[src/rtl/chip8_pkg.sv]
// Shared CHIP-8 core constants: memory geometry, transfer limits and the
// mem_reader state encoding.
package chip8_pkg;

    localparam int unsigned ADDR_WIDTH = 12;
    localparam int unsigned MAX_LEN    = 16;

    typedef enum logic [1:0] {
        RD_IDLE   = 2'd0,
        RD_REQ    = 2'd1,
        RD_WAIT   = 2'd2,
        RD_FINISH = 2'd3
    } rd_state_e;

endpackage

[src/rtl/mem_reader.sv]
// Multi-byte memory reader: issues one read per byte from a latched base
// address and streams the returned bytes out with their offsets.
module mem_reader #(
    parameter int unsigned ADDR_WIDTH = chip8_pkg::ADDR_WIDTH,
    parameter int unsigned MAX_LEN    = chip8_pkg::MAX_LEN,
    localparam int unsigned CNT_W     = $clog2(MAX_LEN + 1),
    localparam int unsigned IDX_W     = $clog2(MAX_LEN)
) (
    input  logic                  clk,
    input  logic                  rst,
    input  logic                  start,
    input  logic [ADDR_WIDTH-1:0] start_addr,
    input  logic [CNT_W-1:0]      count,
    output logic                  busy,
    output logic                  mem_read,
    output logic [ADDR_WIDTH-1:0] mem_read_addr,
    input  logic [7:0]            mem_read_data,
    input  logic                  mem_read_ack,
    output logic                  data_valid,
    output logic [7:0]            data,
    output logic [IDX_W-1:0]      data_index,
    output logic                  done
);

    import chip8_pkg::*;

    rd_state_e             state_q;
    logic [ADDR_WIDTH-1:0] base_q;
    logic [CNT_W-1:0]      len_q;
    logic [IDX_W-1:0]      idx_q;
    logic                  busy_q;
    logic                  mem_read_q;
    logic [ADDR_WIDTH-1:0] rd_addr_q;
    logic                  data_valid_q;
    logic [7:0]            data_q;
    logic [IDX_W-1:0]      data_index_q;
    logic                  done_q;

    logic [CNT_W-1:0]      len_clamped_c;
    logic [IDX_W-1:0]      idx_next_c;
    logic                  last_c;

    // Length clamp, next offset and last-byte detect.
    always_comb begin
        len_clamped_c = (count > CNT_W'(MAX_LEN)) ? CNT_W'(MAX_LEN) : count;
        idx_next_c    = idx_q + IDX_W'(1);
        last_c        = ((CNT_W'(idx_q) + CNT_W'(1)) == len_q);
    end

    // Transfer FSM; strobes default low and are raised only on the cycle they apply.
    always_ff @(posedge clk) begin
        if (rst) begin
            state_q      <= RD_IDLE;
            base_q       <= '0;
            len_q        <= '0;
            idx_q        <= '0;
            busy_q       <= 1'b0;
            mem_read_q   <= 1'b0;
            rd_addr_q    <= '0;
            data_valid_q <= 1'b0;
            data_q       <= '0;
            data_index_q <= '0;
            done_q       <= 1'b0;
        end else begin
            mem_read_q   <= 1'b0;
            data_valid_q <= 1'b0;
            done_q       <= 1'b0;
            case (state_q)
                RD_IDLE: begin
                    if (start) begin
                        if (count == '0) begin
                            // Empty transfer: done appears in the very next cycle.
                            done_q  <= 1'b1;
                            state_q <= RD_FINISH;
                        end else begin
                            base_q     <= start_addr;
                            len_q      <= len_clamped_c;
                            idx_q      <= '0;
                            busy_q     <= 1'b1;
                            mem_read_q <= 1'b1;
                            rd_addr_q  <= start_addr;
                            state_q    <= RD_REQ;
                        end
                    end
                end
                RD_REQ: begin
                    state_q <= RD_WAIT;
                end
                RD_WAIT: begin
                    if (mem_read_ack) begin
                        data_q       <= mem_read_data;
                        data_index_q <= idx_q;
                        data_valid_q <= 1'b1;
                        if (last_c) begin
                            state_q <= RD_FINISH;
                        end else begin
                            // Next request overlaps this byte's data_valid cycle.
                            idx_q      <= idx_next_c;
                            mem_read_q <= 1'b1;
                            rd_addr_q  <= base_q + ADDR_WIDTH'(idx_next_c);
                            state_q    <= RD_REQ;
                        end
                    end
                end
                RD_FINISH: begin
                    // An empty transfer already pulsed done on entry.
                    done_q  <= ~done_q;
                    busy_q  <= 1'b0;
                    state_q <= RD_IDLE;
                end
                default: begin
                    state_q <= RD_IDLE;
                end
            endcase
        end
    end

    assign busy          = busy_q;
    assign mem_read      = mem_read_q;
    assign mem_read_addr = rd_addr_q;
    assign data_valid    = data_valid_q;
    assign data          = data_q;
    assign data_index    = data_index_q;
    assign done          = done_q;

endmodule

[config.mk]
export PLATFORM = sky130hd
export DESIGN_NAME = mem_reader
export DESIGN_NICKNAME = d
export VERILOG_FILES = /design/src/rtl/chip8_pkg.sv /design/src/rtl/mem_reader.sv
export SDC_FILE = /design/constraint.sdc
export NUM_CORES = 1
export LEC_CHECK = 0
export BUFFER_PORTS_ARGS = -buffer_cell sky130_fd_sc_hd__buf_2
export CAP_MARGIN = 30
export CELL_PAD_IN_SITES_DETAIL_PLACEMENT = 0
export CELL_PAD_IN_SITES_GLOBAL_PLACEMENT = 1
export CORE_UTILIZATION = 37
export CTS_CLUSTER_SIZE = 8
export DETAILED_ROUTE_END_ITERATION = 12
export GPL_TIMING_DRIVEN = 0
export HOLD_SLACK_MARGIN = 0.1
export PLACE_DENSITY = 0.76
export SETUP_SLACK_MARGIN = 0.02
export SYNTH_ARGS = -nofsm -noshare
export SYNTH_HDL_FRONTEND = slang
export SYNTH_SLANG_ARGS = --single-unit
export TNS_END_PERCENT = 5
[constraint.sdc]
create_clock -name clk -period 3.3 [get_ports clk]
set_clock_uncertainty 0.2 [all_clocks]
set_input_delay 0 -clock clk [delete_from_list [all_inputs] [get_ports clk]]
set_output_delay 0 -clock clk [all_outputs]
set_load 0.03 [all_outputs]
==> impl_metrics.yaml, run 1 <==
outcome:
  outcome: "complete, no violations"
worst_setup_path:
  max_stage_delay_ns: 0.46
  arrival_ns: 3.13
  critical_path_class: "register to register"
  worst_setup_path_end_kind: "register"
  cp-startpoint: "idx_q[0]"
  required_ns: 3.36
  crit_fanout: 6
  r2r-start: "idx_q[0]"
  path_common_cell: "ha_1"
  reg2regPathDepth: 9
  startpoint_type: "register"
  cp_cell_sequence: "ha_1 > xor2_2 > ha_1 > and3_1 > a221oi_2 > o21ai_0 > a311oi_1 > nand3_1 > o21ai_1"
  slowest_stage: "dfxtp_1"
sta:
  fin_crit_sh_pct: 93.1
  slew_headroom_pct: 41.6
  grt_setup_unrepaired: "false"
  finalSetupViolCount: 0
  report.final.slew_viol_count: 0
  finalCriticalPeriod_ns: 3.07
  whs_ns: 0.247
  tightestPinTransition_ns: 0.870
  fmax_mhz: 326
  hold_viol: 0
  fin_tns_setup_ns: 0
synthesis:
  ys_seq_area_share_pct: 39.4
  synthArstFlopShare_pct: 0
  synth_top_cell_by_area: "dfxtp_1"
  synth_cells: 306
  synth_cell_types: 47
  synthTopCellsByArea: "dfxtp_1, nand2_1, mux2i_1"
  yosysTopAreaCellShare_pct: 39.4
  synth_edf_count: 0
  ys_seq_elements: 51
  synth_ff_type: "dfxtp_1"
  synth_area_per_cell_sq_um: 8.46
  netlist_area_sq_mm: 0.00259
  ys_warn_count: 0
  synth_fp_nets: 344
min_path:
  hold_start: "mem_read_addr[10]"
  hold_class: "register to register"
  min_path_cells: 2
route:
  drtIter0Drc: 183
  viasPerCell: 5.07
  routedWlPerCell_um: 14.2
  antenna_left: 0
  drcViolationCount: 0
  first_pass_iters: 4
  wl_mm: 7.04
  vias: 2521
floorplan:
  die_area_sq_mm: 0.00734
  coreArea_sq_mm: 0.00679
  placementRows: 30
  die_x_um: 85.6
  dieHeight_um: 85.6
  start_util_pct: 38.1
  num_io_pins: 57
finish:
  nets: 438
  nFillCells: 664
  drive_gt1_share_pct: 20.0
  diodes: 0
  area_growth_pct: 31.8
  final_util_pct: 50.2
  register_area_sq_mm: 0.00102
  multi_input_area_sq_mm: 0.00144
  fin_area_sq_mm: 0.00341
pwr:
  p_leak_nw: 1.41
  power_density_mw_per_mm2: 645
  p_total_mw: 2.20
  ir_drop_v: 0.000294
grt:
  grt_pass1_vias: 2255
  overflow: 0
  track_usage_pct: 20.0
  grt_max_degree: 17
  antenna_found_initial: 0
  grt_first_pass_wirelength_mm: 11.4
cts:
  cts.reportedPaths.clkPinSlew_ns: 0.10
  clock_latency_ns: 0.31
  cts_sinks: 51
  cts_buffers: 5
  cts_tree: "yes"
  cts_buffer_depth: 2
  htreeDepth: 2
  ctsRootBufferMaster: "clkbuf_8"
run:
  maxCapViolations: 0
place:
  dpl.hpwl_mm: 4.79
  place_area_sq_mm: 0.00298
  gp_congestion: 0.802
  portBuffers: 54
sequential cells by signal, summed over array words and instances, names as in the netlist:
register and count:
mem_read_addr 12, data 8, state_q 2, base_q 12, busy 1, len_q 5, data_index 4, data_valid 1
mem_read 1, idx_q 4, done 1
through the flow:
| step | setup slack (ns) | std cells |
|---|---|---|
| 2_1_floorplan | 0.452 | 306 |
| 3_3_place_gp | -0.0380 | 456 |
| 3_5_place_dp | -0.0938 | 456 |
| 4_1_cts | 0.136 | 497 |
| 5_1_grt | 0.0348 | 497 |
| 6_report | 0.229 | 497 |
power breakdown:
group / switching (mW) / leakage, nW / internal (mW)
Sequential: 0.0846 / 0.417 / 0.745
Clock: 0.225 / 0.0418 / 0.153
Combinational: 0.647 / 0.955 / 0.348
routing by layer:
layer	part of all wire (%)	global-route usage (%)	vias to the layer above
li1	-	-	1265
met5	0	0	-
met1	49	28.6	1187
met3	4.4	3.46	5
met2	46	31.3	64
met4	0.99	5.00	0
layout make-up:
cell class	count	share of cell area, %
plain buffers	21	3.15
well taps	96	3.52
clock buffers	6	2.13
flip-flops and latches	51	29.9
clock inverters	2	0.477
multi-input cells	226	42.3
repair buffers	87	17.6
inverters	8	0.880
worst paths after layout:
path | endpoint | slack [ns]
setup / recovery | mem_read_addr[7] | 0.23
hold / removal | mem_read_addr[10] | 0.25
setup reg to reg | mem_read_addr[7] | 0.23
hold reg to reg | mem_read_addr[10] | 0.25
layout by cell type (no fill, tap or decap), drive strengths merged, types with 7 or more instances in the layout:
master and count:
buf 63, dfxtp 51, nand2 46, dlygate4sd3 33
a21oi 30, nor2 28, clkbuf 18, mux2i 16
o21ai 15, nand3 12, xnor2 10, inv 9
ha 8, a211oi 7
cell families (layout without fill, tap and decap cells):
family,after synthesis,after routing,synth area share (%)
AO/OA/AOI/OAI,70,70,17.7
XOR/XNOR,14,14,5.03
adder cells (fa/ha/maj),9,9,4.64
buffers and inverters,29,124,5.32
flip-flops,51,51,39.4
multiplexers,17,17,6.62
AND/OR/NAND/NOR,116,116,21.2
critical path: cells and delay by family (launching register included):
kind / cells / cell delay (ns)
fa+ha+maj: 2 / 0.70
xor+xnor: 1 / 0.27
flops: 1 / 0.46
simple gates: 2 / 0.34
compound gates: 4 / 1.04
synthesized netlist by cell type, types with 5 or more instances:
| library cell | count |
|---|---|
| nand4b_1 | 5 |
| xnor2_1 | 10 |
| o21ai_0 | 7 |
| nand4_1 | 6 |
| mux2i_1 | 16 |
| clkbuf_1 | 12 |
| inv_1 | 8 |
| ha_1 | 8 |
| nor2_1 | 27 |
| buf_2 | 5 |
| a211oi_1 | 5 |
| o21ai_1 | 8 |
| dfxtp_1 | 51 |
| nand2_1 | 46 |
| a21oi_1 | 30 |
| nand3_1 | 12 |
timing repair:
action                                  in CTS  in global routing
hold buffers                                33                  0
setup buffers                                0                  0
endpoints found under the hold margin       47                  0
resized for setup                            1                  1
endpoints found under the setup margin       4                  2
No activity file was read; power rests on OpenSTA's default activity.
==> inputs of run 2 (changes only) <==
--- a/config.mk
+++ b/config.mk
@@ -10,4 +10,5 @@
 export CELL_PAD_IN_SITES_DETAIL_PLACEMENT = 0
 export CELL_PAD_IN_SITES_GLOBAL_PLACEMENT = 1
+export CORE_MARGIN = 2
 export CORE_UTILIZATION = 37
 export CTS_CLUSTER_SIZE = 8
==> constraint.sdc (replaced) <==
create_clock -name clk -period 3.3 [get_ports clk]
set_clock_uncertainty 0.2 [all_clocks]
set_input_delay 0.495 -clock clk [delete_from_list [all_inputs] [get_ports clk]]
set_output_delay 0.495 -clock clk [all_outputs]
set_load 0.03 [all_outputs]
==> run 2 against run 1 <==
Sequential cell count is the same. Sequential share of layout area grew 3.2 points. Clock power shrank 3%. Final area shrank 9.8%. Critical path type unchanged.
==> impl_metrics.yaml, run 2 (same netlist as run 1, synthesis figures left out) <==
sta:
  finalCriticalPeriod_ns: 3.05
  fmax_mhz: 328
  tightestPinTransition_ns: 0.877
  fin_crit_sh_pct: 92.4
  report.final.slew_viol_count: 0
  finalSetupViolCount: 0
  hold_viol: 0
  slew_headroom_pct: 41.2
  grt_setup_unrepaired: "false"
place:
  gp_congestion: 0.849
  portBuffers: 54
  dpl.hpwl_mm: 4.78
  placed_cells: 456
  place_area_sq_mm: 0.00298
cts:
  cts_tree: "yes"
  cts_buffer_depth: 2
  htreeDepth: 2
  cts_sinks: 51
  cts.reportedPaths.clkPinSlew_ns: 0.10
  ctsRootBufferMaster: "clkbuf_8"
  cts_buffers: 5
  clock_latency_ns: 0.31
worst_setup_path:
  crit_fanout: 6
  worst_setup_path_end_kind: "register"
  startpoint_type: "register"
  arrival_ns: 3.09
  critPathTopFamily: "compound AO/OA/AOI/OAI gates"
  cp-startpoint: "idx_q[0]"
  path_common_cell: "ha_1"
  cp.depth: 9
  max_stage_delay_ns: 0.45
  slowest_stage: "dfxtp_1"
  worstSetupEndpoint: "mem_read_addr[11]"
  r2r-end: "mem_read_addr[11]"
  critical_path_class: "register to register"
  rrSetupSlack_ns: 0.25
  crit_buf_inv: 0
  required_ns: 3.35
  r2r-start: "idx_q[0]"
  reg2regPathDepth: 9
  cp_cell_sequence: "ha_1 > xor2_2 > ha_1 > and3_1 > a221oi_2 > nor3_1 > xnor2_1 > a211o_1 > mux2i_1"
pwr:
  share_comb_of_total_power_pct: 44.4
  p_int_mw: 1.21
  ir_drop_v: 0.000279
  p_leak_nw: 1.29
  p_sw_mw: 0.942
  pwr-share-seq_pct: 38.5
  power_density_mw_per_mm2: 699
  p_clk_share_pct: 17.1
  swShare_pct: 43.7
min_path:
  hold_class: "input pin to register"
floorplan:
  num_io_pins: 57
  coreArea_sq_mm: 0.00679
  placementRows: 30
  die_x_um: 87.6
  die_area_sq_mm: 0.00768
  start_util_pct: 38.1
  dieHeight_um: 87.6
route:
  drtIter0Drc: 108
  drcViolationCount: 0
  antenna_left: 0
  first_pass_iters: 4
  viasPerCell: 4.98
  routedWlPerCell_um: 14.2
  wl_mm: 6.58
  vias: 2313
grt:
  grt_max_degree: 16
  grt_first_pass_wirelength_mm: 10.5
  track_usage_pct: 17.5
  grt_pass1_vias: 2077
  antenna_found_initial: 0
  overflow: 0
finish:
  area_growth_pct: 18.9
  nets: 405
  diodes: 0
  nFillCells: 715
  final_common_cell: "buf_2"
  fin_area_sq_mm: 0.00308
  stdcell_count: 464
  drive_gt1_share_pct: 21.7
  final_cell_mix: "buf_2, dfxtp_1, nand2_1"
run:
  maxCapViolations: 0
outcome:
  outcome: "complete, no violations"
run 2: cell count changes in the layout (fill, tap and decap cells not counted), sizes merged:
cell	before	now
clkinv	0	1
dlygate4sd3	33	0
inv	9	8
run 2: cell type report:
cell class / instances / area (sq um) / share of cell area (%)
clock inverter: 2 / 12.5 / 0.407
clock buffer: 6 / 72.6 / 2.36
multi-input combinational: 226 / 1440 / 46.9
tap: 96 / 120 / 3.90
inverter: 8 / 30.0 / 0.976
timing repair buffer: 54 / 270 / 8.78
buffer: 21 / 108 / 3.50
sequential: 51 / 1020 / 33.2
run 2: worst reg2reg max path, stage by stage (launching register included):
cell and delay (ns):
dfxtp_1 0.45, ha_1 0.33, xor2_2 0.28, ha_1 0.34
and3_1 0.22, a221oi_2 0.44, nor3_1 0.13, xnor2_1 0.15
a211o_1 0.30, mux2i_1 0.14
run 2: per-stage QoR:
step | setup WS, ns | hold WS [ns] | TNS (ns) | power (mW) | utilization [%]
after floorplan | 0.452 | 0.244 | 0 | 1.53 | -
after global placement | -0.0447 | 0.237 | -0.0852 | 1.79 | 43.8
after detailed placement | -0.0549 | 0.240 | -0.0827 | 1.80 | 43.8
after CTS | 0.142 | 0.214 | 0 | 2.17 | 45.2
after global routing | 0.0410 | 0.206 | 0 | 2.29 | 45.3
final | 0.252 | 0.212 | 0 | 2.15 | 45.3
run 2: worst min path at each step:
stage | start | endpoint | slack, ns | depth (start not counted)
global placement | mem_read_addr[9] | mem_read_addr[9] | 0.24 | 2
floorplan | len_q[1] | len_q[1] | 0.24 | 2
CTS | mem_read_data[6] | data[6] | 0.21 | 3
global route | mem_read_data[3] | data[3] | 0.21 | 3
finish | mem_read_data[6] | data[6] | 0.21 | 3
detailed placement | mem_read_addr[8] | mem_read_addr[8] | 0.24 | 2
run 2: repair_timing:
item | in CTS | in global routing
buffers inserted | 0 | 0
resized for setup | 1 | 1
setup endpoints to repair | 3 | 2
hold buffers | 0 | 0
run 2: power by group through the flow:
stage	Sequential [mW]	Clock (mW)	Combinational, mW
3_3_place_gp	0.839	0	0.953
3_5_place_dp	0.842	0	0.954
2_1_floorplan	0.996	0	0.536
4_1_cts	0.829	0.380	0.959
6_report	0.828	0.368	0.957
5_1_grt	0.846	0.398	1.04
run 2: routing by layer:
metal / up-vias / track usage [%] / share of wire (%)
met4: 0 / 5.03 / 0.94
li1: 1195 / - / -
met3: 5 / 4.52 / 5.6
met1: 1053 / 25.5 / 51
met2: 60 / 25.5 / 43
met5: - / 0 / 0
